`src/rtl/w_schedule_if.sv`:
```
// Stream bundle for the SHA-256 message-schedule generator: message-word input
// port, W-word output port and the busy status flag.
interface w_schedule_if;
   logic        in_valid;
   logic        in_ready;
   logic [31:0] in_word;
   logic        w_valid;
   logic        w_ready;
   logic [31:0] w_out;
   logic [5:0]  w_index;
   logic        w_last;
   logic        busy;

   modport master (
      output in_valid, in_word, w_ready,
      input  in_ready, w_valid, w_out, w_index, w_last, busy
   );

   modport slave (
      input  in_valid, in_word, w_ready,
      output in_ready, w_valid, w_out, w_index, w_last, busy
   );
endinterface

```
`src/rtl/w_schedule.sv`:
```
// SHA-256 message schedule: loads 16 message words, then streams W[0..NUM_ROUNDS-1]
// from a 16-entry sliding window, one word per accepted handshake.
module w_schedule #(
   parameter int unsigned NUM_ROUNDS = 64
) (
   input  logic         clk,
   input  logic         rst,
   w_schedule_if.slave  bus
);

   localparam logic [5:0] LAST_IDX = 6'(NUM_ROUNDS - 1);

   generate
      if (NUM_ROUNDS < 16 || NUM_ROUNDS > 64) begin : g_bad_rounds
         $error("w_schedule: NUM_ROUNDS must be within 16..64");
      end
   endgenerate

   typedef enum logic [1:0] {
      IDLE = 2'd0,
      LOAD = 2'd1,
      RUN  = 2'd2
   } state_t;

   state_t      state;
   logic [31:0] win [16];
   logic [3:0]  load_cnt;
   logic [5:0]  t_idx;
   logic        in_ready_r;
   logic        w_valid_r;
   logic        w_last_r;
   logic        busy_r;
   logic [31:0] w_next;

   function automatic logic [31:0] ssig0(input logic [31:0] x);
      return {x[6:0], x[31:7]} ^ {x[17:0], x[31:18]} ^ (x >> 3);
   endfunction

   function automatic logic [31:0] ssig1(input logic [31:0] x);
      return {x[16:0], x[31:17]} ^ {x[18:0], x[31:19]} ^ (x >> 10);
   endfunction

   // Window slot k holds W[t+k], so W[t+16] taps slots 14, 9, 1 and 0.
   always_comb begin
      w_next = ssig1(win[14]) + win[9] + ssig0(win[1]) + win[0];
   end

   always_ff @(posedge clk) begin
      if (rst) begin
         state      <= IDLE;
         in_ready_r <= 1'b0;
         w_valid_r  <= 1'b0;
         w_last_r   <= 1'b0;
         busy_r     <= 1'b0;
         load_cnt   <= '0;
         t_idx      <= '0;
         for (int unsigned i = 0; i < 16; i++) begin
            win[i] <= '0;
         end
      end else begin
         case (state)
            IDLE: begin
               state      <= LOAD;
               in_ready_r <= 1'b1;
               busy_r     <= 1'b1;
               load_cnt   <= '0;
            end

            LOAD: begin
               if (bus.in_valid) begin
                  win[load_cnt] <= bus.in_word;
                  load_cnt      <= load_cnt + 4'd1;
                  if (load_cnt == 4'd15) begin
                     state      <= RUN;
                     in_ready_r <= 1'b0;
                     w_valid_r  <= 1'b1;
                     w_last_r   <= 1'b0;
                     t_idx      <= '0;
                  end
               end
            end

            RUN: begin
               if (bus.w_ready) begin
                  for (int unsigned i = 0; i < 15; i++) begin
                     win[i] <= win[i+1];
                  end
                  win[15] <= w_next;
                  if (w_last_r) begin
                     state      <= LOAD;
                     in_ready_r <= 1'b1;
                     w_valid_r  <= 1'b0;
                     w_last_r   <= 1'b0;
                     load_cnt   <= '0;
                     t_idx      <= '0;
                  end else begin
                     t_idx    <= t_idx + 6'd1;
                     w_last_r <= (t_idx == LAST_IDX - 6'd1);
                  end
               end
            end

            default: begin
               state      <= IDLE;
               in_ready_r <= 1'b0;
               w_valid_r  <= 1'b0;
               w_last_r   <= 1'b0;
               busy_r     <= 1'b0;
            end
         endcase
      end
   end

   assign bus.in_ready = in_ready_r;
   assign bus.w_valid  = w_valid_r;
   assign bus.w_out    = win[0];
   assign bus.w_index  = t_idx;
   assign bus.w_last   = w_last_r;
   assign bus.busy     = busy_r;

endmodule

```
`src/flat_wrapper.sv`:
```
// flat-port wrapper written by rule: the top's interface ports become plain ports
module w_schedule_flat 
#(
   parameter int unsigned NUM_ROUNDS = 64
)
  (clk, rst, bus_in_valid, bus_in_word, bus_w_ready, bus_in_ready, bus_w_valid, bus_w_out, bus_w_index, bus_w_last, bus_busy);
  w_schedule_if bus_i ();
  input  logic clk;
  input  logic rst;
  input wire logic [$bits(bus_i.in_valid)-1:0] bus_in_valid;
  input wire logic [$bits(bus_i.in_word)-1:0] bus_in_word;
  input wire logic [$bits(bus_i.w_ready)-1:0] bus_w_ready;
  output wire logic [$bits(bus_i.in_ready)-1:0] bus_in_ready;
  output wire logic [$bits(bus_i.w_valid)-1:0] bus_w_valid;
  output wire logic [$bits(bus_i.w_out)-1:0] bus_w_out;
  output wire logic [$bits(bus_i.w_index)-1:0] bus_w_index;
  output wire logic [$bits(bus_i.w_last)-1:0] bus_w_last;
  output wire logic [$bits(bus_i.busy)-1:0] bus_busy;
  assign bus_i.in_valid = bus_in_valid;
  assign bus_i.in_word = bus_in_word;
  assign bus_i.w_ready = bus_w_ready;
  assign bus_in_ready = bus_i.in_ready;
  assign bus_w_valid = bus_i.w_valid;
  assign bus_w_out = bus_i.w_out;
  assign bus_w_index = bus_i.w_index;
  assign bus_w_last = bus_i.w_last;
  assign bus_busy = bus_i.busy;
  w_schedule #(.NUM_ROUNDS(NUM_ROUNDS)) u_core (.clk(clk), .rst(rst), .bus(bus_i));
endmodule
```
`config.mk`:
```
export PLATFORM = sky130hd
export DESIGN_NAME = w_schedule_flat
export DESIGN_NICKNAME = d
export VERILOG_FILES = /design/src/rtl/w_schedule_if.sv /design/src/rtl/w_schedule.sv /design/src/flat_wrapper.sv
export SDC_FILE = /design/constraint.sdc
export NUM_CORES = 1
export LEC_CHECK = 0
export CAP_MARGIN = 5
export CORE_MARGIN = 10
export CORE_UTILIZATION = 60
export CTS_CLUSTER_DIAMETER = 150
export DETAILED_ROUTE_END_ITERATION = 10
export PLACE_DENSITY = 0.78
export SLEW_MARGIN = 20
export SYNTH_ARGS = -nofsm -noshare
export SYNTH_HDL_FRONTEND = slang
export SYNTH_SLANG_ARGS = --single-unit
```
`constraint.sdc`:
```
create_clock -name clk -period 6.05 [get_ports clk]
set_clock_uncertainty 0.1 [all_clocks]
set_input_delay 1.21 -clock clk [delete_from_list [all_inputs] [get_ports clk]]
set_output_delay 1.21 -clock clk [all_outputs]
set_load 0.05 [all_outputs]
```
======== Word level (Yosys, flattened, before mapping) ========
Memories as Yosys holds them, arrays and structs flattened.
Cells that the tools add are included.
word-level totals
  bits in writable memories ............... 512
  bits in registers ....................... 16
  input port bits ......................... 36
  output and inout bits ................... 42
  memories kept ........................... 1
memory list
  name        depth  width  read ports  clocked after Yosys merged registers in  wr ports  RTL line          RTL
  u_core.win  16     32     16          0                                        16        w_schedule.sv:26  logic [31:0] win [16];
operators by class
  mux-type cells .......................... 57
  reductions and logical operators ........ 10
  equal/unequal tests ..................... 8
  add/sub/neg operators ................... 5
  bitwise operators ....................... 21
operators by type and width
  cell                                                             number
  32-bit 2-to-1 mux                                                17
  32-bit adder                                                     3
  32-bit bitwise XOR                                               2
  32-bit OR reduction                                              1
  32-bit by 22-bit bitwise XOR with 32-bit output                  1
  32-bit by 29-bit bitwise XOR with 32-bit output                  1
  6-bit 2-to-1 mux                                                 4
  1-bit 2-to-1 mux                                                 21
  4-bit 2-to-1 mux                                                 4
  1-bit OR                                                         16
  4-bit AND reduction                                              4
  4-bit case mux with 3 select lines                               1
  6-bit case mux with 2 select lines                               1
  1-bit case mux with 3 select lines                               3
  2-bit 2-to-1 mux                                                 4
  6-bit by 1-bit adder with 6-bit output, second input constant    1
  6-bit == test, second input constant                             1
  2-bit case mux with 3 select lines                               1
  5-bit AND reduction                                              1
  4-bit by 1-bit adder with 4-bit output, second input constant    1
  4-bit == test, second input constant                             1
  2-bit by 1-bit != test with 1-bit output, second input constant  2
  2-bit != test, second input constant                             2
  3-bit nonzero test                                               1
  7 further kinds                                                  7

======== Longest topological paths before layout ========
  depth in word-level cells ............... 6
  depth in mapped cells ................... 17

======== Worst setup path after synthesis ========
Ideal clock, no wire load.
  path kind ............................... in2reg
  start ................................... input rst
  end ..................................... memory u_core.win[13][0], enable pin
  cell stages on the path ................. 4
  data arrival time ....................... 4139 ps
  required time ........................... 5484 ps
  setup time .............................. 466 ps
  path slack .............................. 1346 ps
  cell sequence ........................... clkbuf_1 -> nor3b_2 -> nand2_1 -> o21ai_0
RTL lines
  item         RTL line           RTL
  from (decl)  flat_wrapper.sv:9  input logic rst;
  to (decl)    w_schedule.sv:26

==> impl_metrics.yaml <==
final_layout:
  fin_cells: 3533
  final_cell_mix: "nand2_1 (858), edfxtp_1 (512), o21ai_0 (484)"
  nFillCells: 3496
  final_common_cell: "nand2_1"
  seqCellArea_mm2: 0.0157
  drive_above_1_share: 0.0632
  multi_input_area_mm2: 0.0115
  syn_to_final_growth_pct: 12.1
  nets: 3017
  fin_util: 0.682
min_path:
  hp-class: "flop to flop"
floorplanning:
  rows: 79
  io_pins: 78
  die_h_um: 238
  die_area_mm2: 0.0565
  die_w_um: 238
  start_util: 0.608
  fp.coreArea_mm2: 0.0468
place:
  dpl.hpwl_um: 60500
  port_buffers: 77
  place.gp.congestion: 0.985
  dp_slack_ps: 1420
  place_inst: 3419
global_route:
  grtUsageTotal: 0.313
  grt_pass1_vias: 20400
  grt_max_degree: 118
  antenna_found_initial: 2
  grt_pass1_wl_um: 131000
  grt_overflow: 0
power:
  p_sw_frac: 0.348
  power.switching_uw: 4370
  p_clk_frac: 0.290
  power.density_mw_per_mm2: 394
  irDropWorstVdd_mv: 0.234
  p_leak_uw: 0.0112
  p_int_uw: 8180
  p_seq_frac: 0.373
  pwr-share-comb: 0.338
timing:
  tightest_slew_ps: 1210
  slew_viol_final: 0
  post-route-period-util: 0.767
  setup_viol: 0
  hold_violations: 0
  timing.hold.ws_ps: 435
  rsz0062_at_grt: "no"
  max_freq_mhz: 216
  min_period_ps: 4640
  setup_ws_ps: 1410
  max-slew-margin-rel: 0.193
  setup-tns-final_ps: 0
outcome:
  status: "finished, final reports clean"
clock_tree:
  cts_buffers: 55
  holdBufCountCts: 0
  clock_path_buffers: 3
  root_buffer: "clkbuf_16"
  cts_setup_buffers: 0
  ctsResizeCount: 0
  clk_pin_slew_worst_paths_ps: 60
  cts_tree: "built"
  htree_levels: 2
  clkLatencyLatePin_ps: 630
  cts.sinks: 527
worst_setup_path:
  cp_data_arrival_time_ps: 4910
  cp-start-kind: "flop"
  endpoint_kind: "flop"
  path_class: "flop to flop"
  path_max_fanout: 6
  cp.required_ps: 6320
synth:
  avgSynthCellArea_um2: 9.71
  ys_seq_elements: 527
  syn_inst: 2928
  syn-cell-area_mm2: 0.0284
  synth_enable_flop_cells: 512
  yosysWarnings: 0
  yosysSeqAreaShare: 0.551
  synthArstFlopShare: 0
  synth-main-ff-cell: "edfxtp_1"
  ys_types: 58
  syn_nets: 3067
job:
  maxCapViolCount: 0
route:
  via_count: 21400
  drtPass1Iterations: 6
  remaining_drc_errors: 0
  totalWireLength_um: 89700
  drtAntennaViolNets: 0
  drt-wirelength-per-cell_um: 25.4
  viasPerCell: 6.04
  drt_iter0_markers: 2942
==> critical path: stages (launching register included) <==
cell,delay [ps]
edfxtp_1,490
xnor2_1,190
xnor2_1,450
fa_1,510
inv_1,80
fa_1,440
inv_1,80
ha_1,220
a21oi_1,230
o211ai_1,230
a31oi_2,370
o21ai_4,130
a311oi_2,340
a21oi_1,150
a311o_1,360
==> cells by family (layout without fill, tap and decap cells) <==
family	Yosys count	in the layout	synth area share
xor gates and xnor gates	150	150	0.0462
and+or+nand+nor	1168	1168	0.177
buffers and inverters	390	387	0.0517
muxes	4	4	0.00141
adders and majority gates	103	103	0.0617
DFF	527	527	0.551
other	0	1	0
AOI/OAI and AO/OA	586	586	0.111
==> through the flow <==
stage | area (um^2) | total power (uW)
after CTS | 31600 | 12500
after global routing | 31900 | 13100
final | 31900 | 12600
after detailed placement | 29700 | 8870
after global placement | 29600 | 8850
after floorplan | 28400 | 7610
==> synthesized netlist by cell type, drive strengths merged, types with 3 or more instances <==
library cell / count / area (um^2)
fa: 62 / 1240
dfxtp: 15 / 300
a21o: 12 / 90.1
xor2: 33 / 289
nor3b: 3 / 27.5
edfxtp: 512 / 15400
nor2: 41 / 154
nand2b: 173 / 1080
clkbuf: 230 / 863
and2: 3 / 18.8
nor3: 16 / 80.1
o21bai: 3 / 22.5
and3: 4 / 25.0
nor2b: 8 / 57.6
a21oi: 34 / 170
o21ai: 498 / 2510
a211oi: 5 / 37.5
inv: 151 / 567
nand2: 858 / 3220
o21a: 7 / 52.6
nand3b: 4 / 42.5
xnor2: 117 / 1020
ha: 41 / 513
o31ai: 4 / 30.0
a31oi: 3 / 25.0
mux2i: 4 / 40.0
nand3: 43 / 215
nand4: 8 / 50.1
buf: 9 / 40.0
==> power groups by stage <==
stage,Clock (uW),Sequential [uW],Combinational [uW]
6_report,3640,4680,4240
5_1_grt,3790,4690,4610
4_1_cts,3640,4670,4150
3_5_place_dp,0,4740,4130
3_3_place_gp,0,4740,4110
2_1_floorplan,0,4710,2910
==> layout make-up <==
type                       count  share of cell area
antenna                        1           0.0000785
clock buffer                  64              0.0442
clock inverter                40              0.0160
inverter                     151              0.0178
multi-input combinational   2011               0.361
sequential                   527               0.492
tap                          607              0.0238
timing repair buffer         132              0.0450
==> sequential cells by signal (all words and copies together), names as in the netlist <==
signal and count:
u_core.load_cnt 4, u_core.bus.w_valid 1, u_core.win 512, u_core.bus.w_last 1, u_core.bus.busy 1, u_core.bus.w_index 6
u_core.state 2
==> layer usage <==
metal,global-route usage,share of wire,routed length (um),up-vias
li1,-,-,-,9671
met1,0.427,0.39,35300,10200
met2,0.470,0.44,39500,1253
met3,0.0761,0.12,10600,204
met4,0.137,0.047,4240,0
met5,0,0,0,-
==> worst paths after layout <==
path | from | endpoint | slack [ps] | cells after the start
hold reg to reg | u_core.bus.busy | u_core.bus.busy | 430 | 2
hold / removal | u_core.bus.busy | u_core.bus.busy | 430 | 2
setup reg to reg | u_core.win[1][20] | u_core.win[15][28] | 1410 | 14
setup / recovery | u_core.win[1][20] | u_core.win[15][28] | 1410 | 14
No activity file was read; power rests on OpenSTA's default activity.
